File: config.mk
export PLATFORM = sky130hd
export DESIGN_NAME = uart_char_tx
export DESIGN_NICKNAME = d
export VERILOG_FILES = /design/src/rtl/uart_char_tx.sv
export SDC_FILE = /design/constraint.sdc
export NUM_CORES = 1
export LEC_CHECK = 0
export CAP_MARGIN = 20
export CORE_AREA = 2 2 85 87
export CTS_CLUSTER_DIAMETER = 80
export DETAILED_ROUTE_END_ITERATION = 10
export DIE_AREA = 0 0 87 89
export MAX_ROUTING_LAYER = met4
export PLACE_DENSITY_LB_ADDON = 0.1
export SLEW_MARGIN = 40
export SYNTH_ARGS = -nofsm -noshare
export SYNTH_HDL_FRONTEND = slang
export SYNTH_SLANG_ARGS = --single-unit
File: constraint.sdc
create_clock -name clk -period 2.7 [get_ports clk]
set_input_delay 0.54 -clock clk [delete_from_list [all_inputs] [get_ports clk]]
set_output_delay 0.54 -clock clk [all_outputs]
set_load 0.005 [all_outputs]
File: src/rtl/uart_char_tx.sv
// uart_char_tx: pulls characters from the board-to-text formatter with a
// print_nxt / char_in / done_in handshake and shifts each one out as a UART
// frame on tx. One request is made per frame. Requests stop once the
// formatter raises done_in.
//
// Optional feature macro: UART_TX_PARITY_EN. When it is defined, an
// even-parity bit is inserted between the data bits and the stop bit.
//
// Ports:
//   clk         system clock, rising edge
//   rst_n       asynchronous active-low reset
//   char_in     character from the formatter
//   done_in     formatter done (1 = no stream in progress)
//   print_nxt   one-cycle request for the next character
//   tx          serial line, idle high
//   busy        high whenever the FSM is not idle
//   sent_count  frames completed since reset (wraps)
module uart_char_tx #(
    parameter int unsigned CLKS_PER_BIT  = 868,
    parameter int unsigned START_HOLDOFF = 128
) (
    input  logic        clk,
    input  logic        rst_n,
    input  logic [7:0]  char_in,
    input  logic        done_in,
    output logic        print_nxt,
    output logic        tx,
    output logic        busy,
    output logic [15:0] sent_count
);

    localparam int unsigned BAUD_W = (CLKS_PER_BIT > 1) ? $clog2(CLKS_PER_BIT) : 1;
    localparam int unsigned HOLD_W = $clog2(START_HOLDOFF + 1);
    localparam logic [BAUD_W-1:0] BAUD_LAST = BAUD_W'(CLKS_PER_BIT - 1);
    localparam logic [HOLD_W-1:0] HOLD_LAST = HOLD_W'(START_HOLDOFF - 1);

    typedef enum logic [2:0] {
        S_IDLE,
        S_HOLDOFF,
        S_REQ,
        S_FETCH,
        S_START,
        S_DATA,
`ifdef UART_TX_PARITY_EN
        S_PARITY,
`endif
        S_STOP
    } state_t;

    state_t            state_q, state_d;
    logic [BAUD_W-1:0] baud_q, baud_d;
    logic [HOLD_W-1:0] hold_q, hold_d;
    logic [2:0]        idx_q, idx_d;
    logic [7:0]        data_q, data_d;
    logic [15:0]       count_d;
    logic              tx_d;
    logic              baud_end;

    // State and registered outputs
    always_ff @(posedge clk or negedge rst_n) begin
        if (!rst_n) begin
            state_q    <= S_IDLE;
            baud_q     <= '0;
            hold_q     <= '0;
            idx_q      <= '0;
            data_q     <= '0;
            sent_count <= '0;
            tx         <= 1'b1;
            print_nxt  <= 1'b0;
            busy       <= 1'b0;
        end else begin
            state_q    <= state_d;
            baud_q     <= baud_d;
            hold_q     <= hold_d;
            idx_q      <= idx_d;
            data_q     <= data_d;
            sent_count <= count_d;
            tx         <= tx_d;
            print_nxt  <= (state_d == S_REQ);
            busy       <= (state_d != S_IDLE);
        end
    end

    // Next-state and next-output logic; outputs are derived from the next
    // state so the registered outputs line up with the state they describe.
    always_comb begin
        state_d  = state_q;
        idx_d    = idx_q;
        data_d   = data_q;
        count_d  = sent_count;
        baud_end = (baud_q == BAUD_LAST);
        hold_d   = (state_q == S_HOLDOFF) ? hold_q + HOLD_W'(1) : '0;

        case (state_q)
            S_IDLE: begin
                if (!done_in) state_d = S_HOLDOFF;
            end
            S_HOLDOFF: begin
                if (done_in)                  state_d = S_IDLE;
                else if (hold_q == HOLD_LAST) state_d = S_REQ;
            end
            S_REQ: begin
                state_d = S_FETCH;
            end
            S_FETCH: begin
                // done_in here answers the terminating request: no frame
                if (done_in) begin
                    state_d = S_IDLE;
                end else begin
                    data_d  = char_in;
                    state_d = S_START;
                end
            end
            S_START: begin
                if (baud_end) begin
                    idx_d   = '0;
                    state_d = S_DATA;
                end
            end
            S_DATA: begin
                if (baud_end) begin
                    if (idx_q == 3'd7) begin
`ifdef UART_TX_PARITY_EN
                        state_d = S_PARITY;
`else
                        state_d = S_STOP;
`endif
                    end else begin
                        idx_d = idx_q + 3'd1;
                    end
                end
            end
`ifdef UART_TX_PARITY_EN
            S_PARITY: begin
                if (baud_end) state_d = S_STOP;
            end
`endif
            S_STOP: begin
                if (baud_end) begin
                    count_d = sent_count + 16'd1;
                    state_d = done_in ? S_IDLE : S_REQ;
                end
            end
            default: begin
                state_d = S_IDLE;
            end
        endcase

        // Baud counter restarts on every state entry and every bit boundary
        if (state_d != state_q || baud_end) baud_d = '0;
        else                                baud_d = baud_q + BAUD_W'(1);

        case (state_d)
            S_START:  tx_d = 1'b0;
            S_DATA:   tx_d = data_d[idx_d];
`ifdef UART_TX_PARITY_EN
            S_PARITY: tx_d = ^data_q;
`endif
            default:  tx_d = 1'b1;
        endcase
    end

endmodule
==> summary.txt, run 1 <==
Critical Path Max Stage Delay - 0.58 ns
average wire per cell in the routed design - 13.6 um
crit path DAT - 2.66 ns
CP max stage cell - or4_1
CTS sink cnt - 51
Worst-Margin Slew - 0.644 ns
final hold violation count - 0
post-synth cell types - 38
TNS Setup - 0 ns
Avg Synthesized Cell Area - 11.1 um^2
Startpoint Class - register
Final Slew Violations - 0
unrepaired setup endpoints after global routing - false
Post-layout nets - 268
Req. time, crit path - 2.92 ns
row count - 30
DIE WIDTH - 87 um
Detailed Route WL - 4.53 mm
fillers - 656
FMAX - 0.409 GHz
Worst Path Max Fanout - 4
Critical Path, Cell by Cell - nand4bb_1 > or4_1 > a22o_1 > mux2_4 > and3_4 > o31ai_1 > nand3_1
pin count of the biggest net entering global routing - 52
CORE AREA - 6720 um^2
Vias/cell - 5.01
die area - 7740 um^2
Placer Congestion - 0.783
Worst Setup End Kind - register
FF/Latch Area - 1280 um^2
Most used DFF post-synth - dfrtp_1
Post-DP HPWL - 3.18 mm
Netlist Area Pre-Place - 2350 um^2
initial core utilization - 0.349
initial DRC count - 84
n_diodes - 0
First-pass DRT Iterations - 4
setup bufs post-CTS - 0
Synth area leader - dfrtp_1
post-placement cell area - 2770 um^2
top area cells in the synthesized netlist - dfrtp_1, xnor2_1, mux2_2, xor2_1, nor2_1
Crit Path Class - register to register
Synthesized Nets - 227
crit path time final - 2.44 ns
vias in the first global route - 1626
Via Count - 1674
Async SR Flop Fraction - 1.00
Tot GR Track Use - 0.133
Post-Layout Inst Area - 2850 um^2
status - completed
first-pass GRT wire length - 7.75 mm
Synth top area share - 0.533
Port-buffer cells - 29
crit share post-route - 0.905
clock buffer count from CTS - 5
Peak VDD IR - 0.000237 V
number of enable flip-flop cells after synthesis - 0
Syn. warnings - 0
pwr/cell area - 447 nW/um^2
worst hold path type - input port to asynchronous set/reset pin
setup violators final - 0
Clock Skew - 0.0106 ns
die height - 89 um
Max Cap Violations - 0
Static Leak - 1.28 nW
Antenna Violating Nets Remaining - 0
# IOs - 30
Seq/Total Area, Yosys - 0.544
Post-Syn Instances - 212
Reg2Reg Setup Slack - 0.26 ns
Yosys reg bits - 51
proportion of layout cells with a drive suffix above 1 - 0.122
CTS tree - built
clk_lat worst skew - 0.30 ns
antenna violations before repair - 0
Post-route DRC - 0
H-tree Lvls - 2
Clock Path Buffers - 2
multi-input logic area - 1010 um^2
Slew Limit Headroom - 0.571
root buffer cell - clkbuf_8
clk slew on worst S/H paths - 0.09 ns
Area Growth Syn to Fin - 21.4%
Congestion Overflow GR - 0
[cell usage in the layout, fill, tap and decap left out, types with 2 or more instances in the layout]
cell and instances:
dfrtp_1 50, clkdlybuf4s50_1 28, nor2_1 22, nand2_1 16, xnor2_1 16, nand3_1 14
xor2_1 11, mux2_2 9, buf_4 9, inv_1 8, nand4_1 6, a21oi_1 5
and3_1 5, clkbuf_8 5, nor3_1 4, o21ai_0 4, nand2b_1 4, or3_1 4
ha_1 4, o22ai_1 3, mux2i_1 3, clkinv_2 3, nand4bb_1 2, and4_1 2
[state kept, by name, summed over array words and instances, names as in the netlist]
signal / count
print_nxt: 1
hold_q: 8
sent_count: 16
state_q: 3
idx_q: 3
tx: 1
baud_q: 10
busy: 1
data_q: 8
[stage by stage]
stage | setup slack (ns) | hold slack [ns] | total power [mW] | instances | utilization
floorplan | 0.230 | 0.244 | 0.817 | 212 | -
CTS | 0.262 | 0.371 | 1.30 | 334 | 0.424
global placement | 0.131 | 0.449 | 0.860 | 326 | 0.412
global route | 0.00176 | 0.400 | 1.34 | 334 | 0.424
detailed placement | 0.124 | 0.449 | 0.859 | 326 | 0.412
finish | 0.257 | 0.344 | 1.27 | 334 | 0.424
[logic make-up (layout without fill, tap and decap cells)]
| logic type | count (synthesis) | in the layout | share of synthesized area |
|---|---|---|---|
| buffers and inverters | 12 | 54 | 0.0277 |
| flip-flops | 51 | 51 | 0.544 |
| adder cells (fa/ha/maj) | 4 | 4 | 0.0213 |
| AND/OR/NAND/NOR | 84 | 84 | 0.183 |
| AO/OA/AOI/OAI | 21 | 21 | 0.0602 |
| XOR/XNOR | 27 | 27 | 0.101 |
| multiplexers | 13 | 13 | 0.0624 |
[where the power goes]
| part | leakage [nW] | internal [mW] | total [mW] | switching, mW |
|---|---|---|---|---|
| clock | 0.0477 | 0.178 | 0.432 | 0.253 |
| sequential | 0.700 | 0.772 | 0.781 | 0.00883 |
| combinational | 0.529 | 0.0274 | 0.0608 | 0.0334 |
[per-layer routing]
metal | share of wire | track usage | vias to the layer above
met5 | 0 | - | -
met4 | 0.012 | 0.0511 | 0
met3 | 0.034 | 0.0295 | 4
met1 | 0.49 | 0.175 | 809
li1 | - | - | 829
met2 | 0.46 | 0.201 | 32
[synthesized netlist by cell type, types with 2 or more instances]
master	n
buf_6	2
o22ai_1	3
and3_1	5
dfrtp_1	50
xnor2_1	16
mux2_2	9
nor2_1	22
a32o_1	2
o21ai_0	4
nand4_1	6
a21oi_1	5
inv_1	8
nor3_1	4
ha_1	4
xor2_1	11
nand2b_1	4
nand3_1	14
nand4bb_1	2
nand2_1	16
mux2i_1	3
or3_1	4
and4_1	2
[layout make-up]
cell class / count / share of cell area
flip-flops and latches: 51 / 0.448
repair buffers: 38 / 0.124
multi-input cells: 149 / 0.353
inverters: 8 / 0.0105
well taps: 80 / 0.0351
clock inverters: 3 / 0.00527
clock buffers: 5 / 0.0241
[critical path: cells and delay by family, from the launching register on]
family	cells	cell delay [ns]
AO/OA/AOI/OAI	2	0.51
flip-flops	1	0.43
AND/OR/NAND/NOR	4	1.11
multiplexers	1	0.30
[path summary, 6_finish.rpt]
path | from | to | cells after the start
worst max-delay path | baud_q[7] | tx | 7
worst min-delay path | rst_n | baud_q[9] | 2
worst max register to register | baud_q[7] | tx | 7
worst min register to register | hold_q[0] | hold_q[0] | 1
max in group asynchronous | rst_n | idx_q[2] | 2
min in group clk | hold_q[0] | hold_q[0] | 1
[repair_timing]
item,4_1_cts,5_1_grt
setup endpoints to repair,0,1
hold buffers,0,0
resized for setup,0,1
(Power assumes the default switching activity.)
==> run 2: changes to the inputs <==
--- a/config.mk
+++ b/config.mk
@@ -10,6 +10,7 @@
 export CTS_CLUSTER_DIAMETER = 80
 export DETAILED_ROUTE_END_ITERATION = 10
 export DIE_AREA = 0 0 87 89
+export GPL_TIMING_DRIVEN = 0
 export MAX_ROUTING_LAYER = met4
 export PLACE_DENSITY_LB_ADDON = 0.1
 export SLEW_MARGIN = 40
==> constraint.sdc (replaced) <==
create_clock -name clk -period 2.7 [get_ports clk]
set_input_delay 0.54 -clock clk [delete_from_list [all_inputs] [get_ports clk]]
set_output_delay 0.54 -clock clk [all_outputs]
set_load 0.05 [all_outputs]
==> summary.txt, run 2 (synthesis gave the netlist of run 1 again) <==
Area Growth Syn to Fin - 25.7% (was 21.4%)
setup violators final - 0 (unchanged)
Max Used Layer - met4 (unchanged)
Tot GR Track Use - 0.133 (about the same)
Reg2Reg Setup Slack - 0.12 ns (was 0.26 ns)
status - completed (unchanged)
crit path DAT - 2.81 ns (was 2.66 ns)
commonest non-fill, non-tap cell in the layout - dfrtp_1 (unchanged)
FF/Latch Area - 1280 um^2 (unchanged)
die height - 89 um (unchanged)
Core Util, Final - 0.439 (was 0.424)
commonest non-fill, non-tap cells in the layout - dfrtp_1, clkdlybuf4s50_1, nor2_1 (unchanged)
DIE WIDTH - 87 um (unchanged)
Placer Congestion - 0.793 (was 0.783)
Clock Path Buffers - 2 (unchanged)
reg2reg end - tx (unchanged)
fillers - 658 (was 656)
FF-to-FF Start - baud_q[0] (was baud_q[7])
Clock Skew - 0.00495 ns (was 0.0106 ns)
final hold violation count - 0 (unchanged)
n_diodes - 0 (unchanged)
max FFs per register - 16 (unchanged)
# IOs - 30 (unchanged)
unrepaired setup endpoints after global routing - false (unchanged)
Largest regs - sent_count x16, baud_q x10 (unchanged)
die area - 7740 um^2 (unchanged)
Vias/cell - 4.98 (was 5.01)
first-pass GRT wire length - 7.83 mm (was 7.75 mm)
antenna violations before repair - 0 (unchanged)
Congestion Overflow GR - 0 (unchanged)
Worst-Margin Slew - 0.766 ns (was 0.644 ns)
row count - 30 (unchanged)
Worst Path Max Fanout - 6 (was 4)
Detailed Route WL - 4.46 mm (was 4.53 mm)
clock buffer count from CTS - 5 (unchanged)
First-pass DRT Iterations - 4 (unchanged)
vias in the first global route - 1656 (was 1626)
FMAX - 0.387 GHz (was 0.409 GHz)
CTS sink cnt - 51 (unchanged)
Req. time, crit path - 2.93 ns (was 2.92 ns)
Max Cap Violations - 0 (unchanged)
Via Count - 1659 (was 1674)
Port-buffer cells - 29 (unchanged)
initial DRC count - 21 (was 84)
total power - 1.40 mW (was 1.27 mW)
Crit Path Class - register to register (unchanged)
clk_lat worst skew - 0.30 ns (about the same)
crit path time final - 2.58 ns (was 2.44 ns)
Final Slew Violations - 0 (unchanged)
most flop-heavy register - sent_count (unchanged)
Post-DP HPWL - 3.17 mm (was 3.18 mm)
CORE AREA - 6720 um^2 (unchanged)
CTS hold repair buffers - 0 (unchanged)
Peak VDD IR - 0.000216 V (was 0.000237 V)
CTS tree - built (unchanged)
average wire per cell in the routed design - 13.4 um (was 13.6 um)
multi-input logic area - 1060 um^2 (was 1010 um^2)
clk slew on worst S/H paths - 0.09 ns (about the same)
Static Leak - 1.28 nW (about the same)
Antenna Violating Nets Remaining - 0 (unchanged)
TNS Setup - 0 ns (unchanged)
Worst Setup End Kind - register (unchanged)
crit share post-route - 0.957 (was 0.905)
initial core utilization - 0.349 (unchanged)
Slew Limit Headroom - 0.483 (was 0.571)
H-tree Lvls - 2 (unchanged)
wire length on met1 - 2.15 mm (was 2.22 mm)
wire length on met3 - 157 um (was 156 um)
reg2reg path depth - 10 (was 7)
Post-route DRC - 0 (unchanged)
worst hold path type - input port to asynchronous set/reset pin (unchanged)
proportion of layout cells with a drive suffix above 1 - 0.134 (was 0.122)
Startpoint Class - register (unchanged)
pin count of the biggest net entering global routing - 34 (was 52)
pwr/cell area - 475 nW/um^2 (was 447 nW/um^2)
Post-layout nets - 267 (was 268)
met2 wire len - 2.11 mm (was 2.09 mm)
root buffer cell - clkbuf_8 (unchanged)
==> run 2: repair_timing <==
| item | CTS | global route |
|---|---|---|
| setup buffers | 0 | 3 |
| endpoints found under the hold margin | 0 | 0 |
| pin swaps | 0 | 1 |
| gates resized for setup | 2 | 3 |
| cloned | 0 | 0 |
| endpoints found under the setup margin | 1 | 5 |
==> run 2: layer usage <==
metal  global-route usage  vias up
li1                     -      821
met3               0.0305        6
met2                0.212       28
met5                    -        -
met4               0.0426        0
met1                0.169      804
==> run 2: layout make-up <==
cell class | count | share of cell area
plain buffers | 4 | 0.0119
clock buffers | 6 | 0.0280
clock inverters | 2 | 0.0119
inverters | 8 | 0.0102
multi-input cells | 149 | 0.359
flip-flops and latches | 51 | 0.433
well taps | 80 | 0.0339
repair buffers | 33 | 0.112
==> run 2: worst max path at each step <==
stage | from | endpoint | slack [ns] | cells past startpoint
floorplan | baud_q[0] | sent_count[13] | 0.21 | 8
global placement | rst_n | data_q[2] | -0.55 | 1
detailed placement | done_in | tx | -0.07 | 9
CTS | baud_q[0] | tx | 0.02 | 10
global route | baud_q[0] | tx | 0.01 | 10
finish | baud_q[0] | tx | 0.12 | 10
==> run 2: power breakdown <==
group          switching [mW]  total [mW]  internal (mW)
registers             0.00863       0.781          0.772
clock network           0.251       0.551          0.300
logic                  0.0391      0.0706         0.0315
==> run 2: metrics by stage <==
stage / area (um^2) / worst slack (ns) / cells / hold slack (ns)
after floorplan: 2350 / 0.213 / 212 / 0.244
after global placement: 2740 / -0.555 / 321 / 0.453
after detailed placement: 2760 / -0.0684 / 322 / 0.438
after CTS: 2890 / 0.0173 / 330 / 0.103
after global routing: 2950 / 0.0142 / 333 / 0.108
final: 2950 / 0.116 / 333 / 0.0984
==> run 2: critical path: stages (launching register included) <==
cell and delay, ns:
dfrtp_1 0.43, ha_4 0.19, nand4bb_4 0.14, or4_1 0.42, buf_2 0.17, a22o_1 0.24
buf_6 0.13, mux2_4 0.29, and3_4 0.18, o31ai_2 0.22, nand3_1 0.10
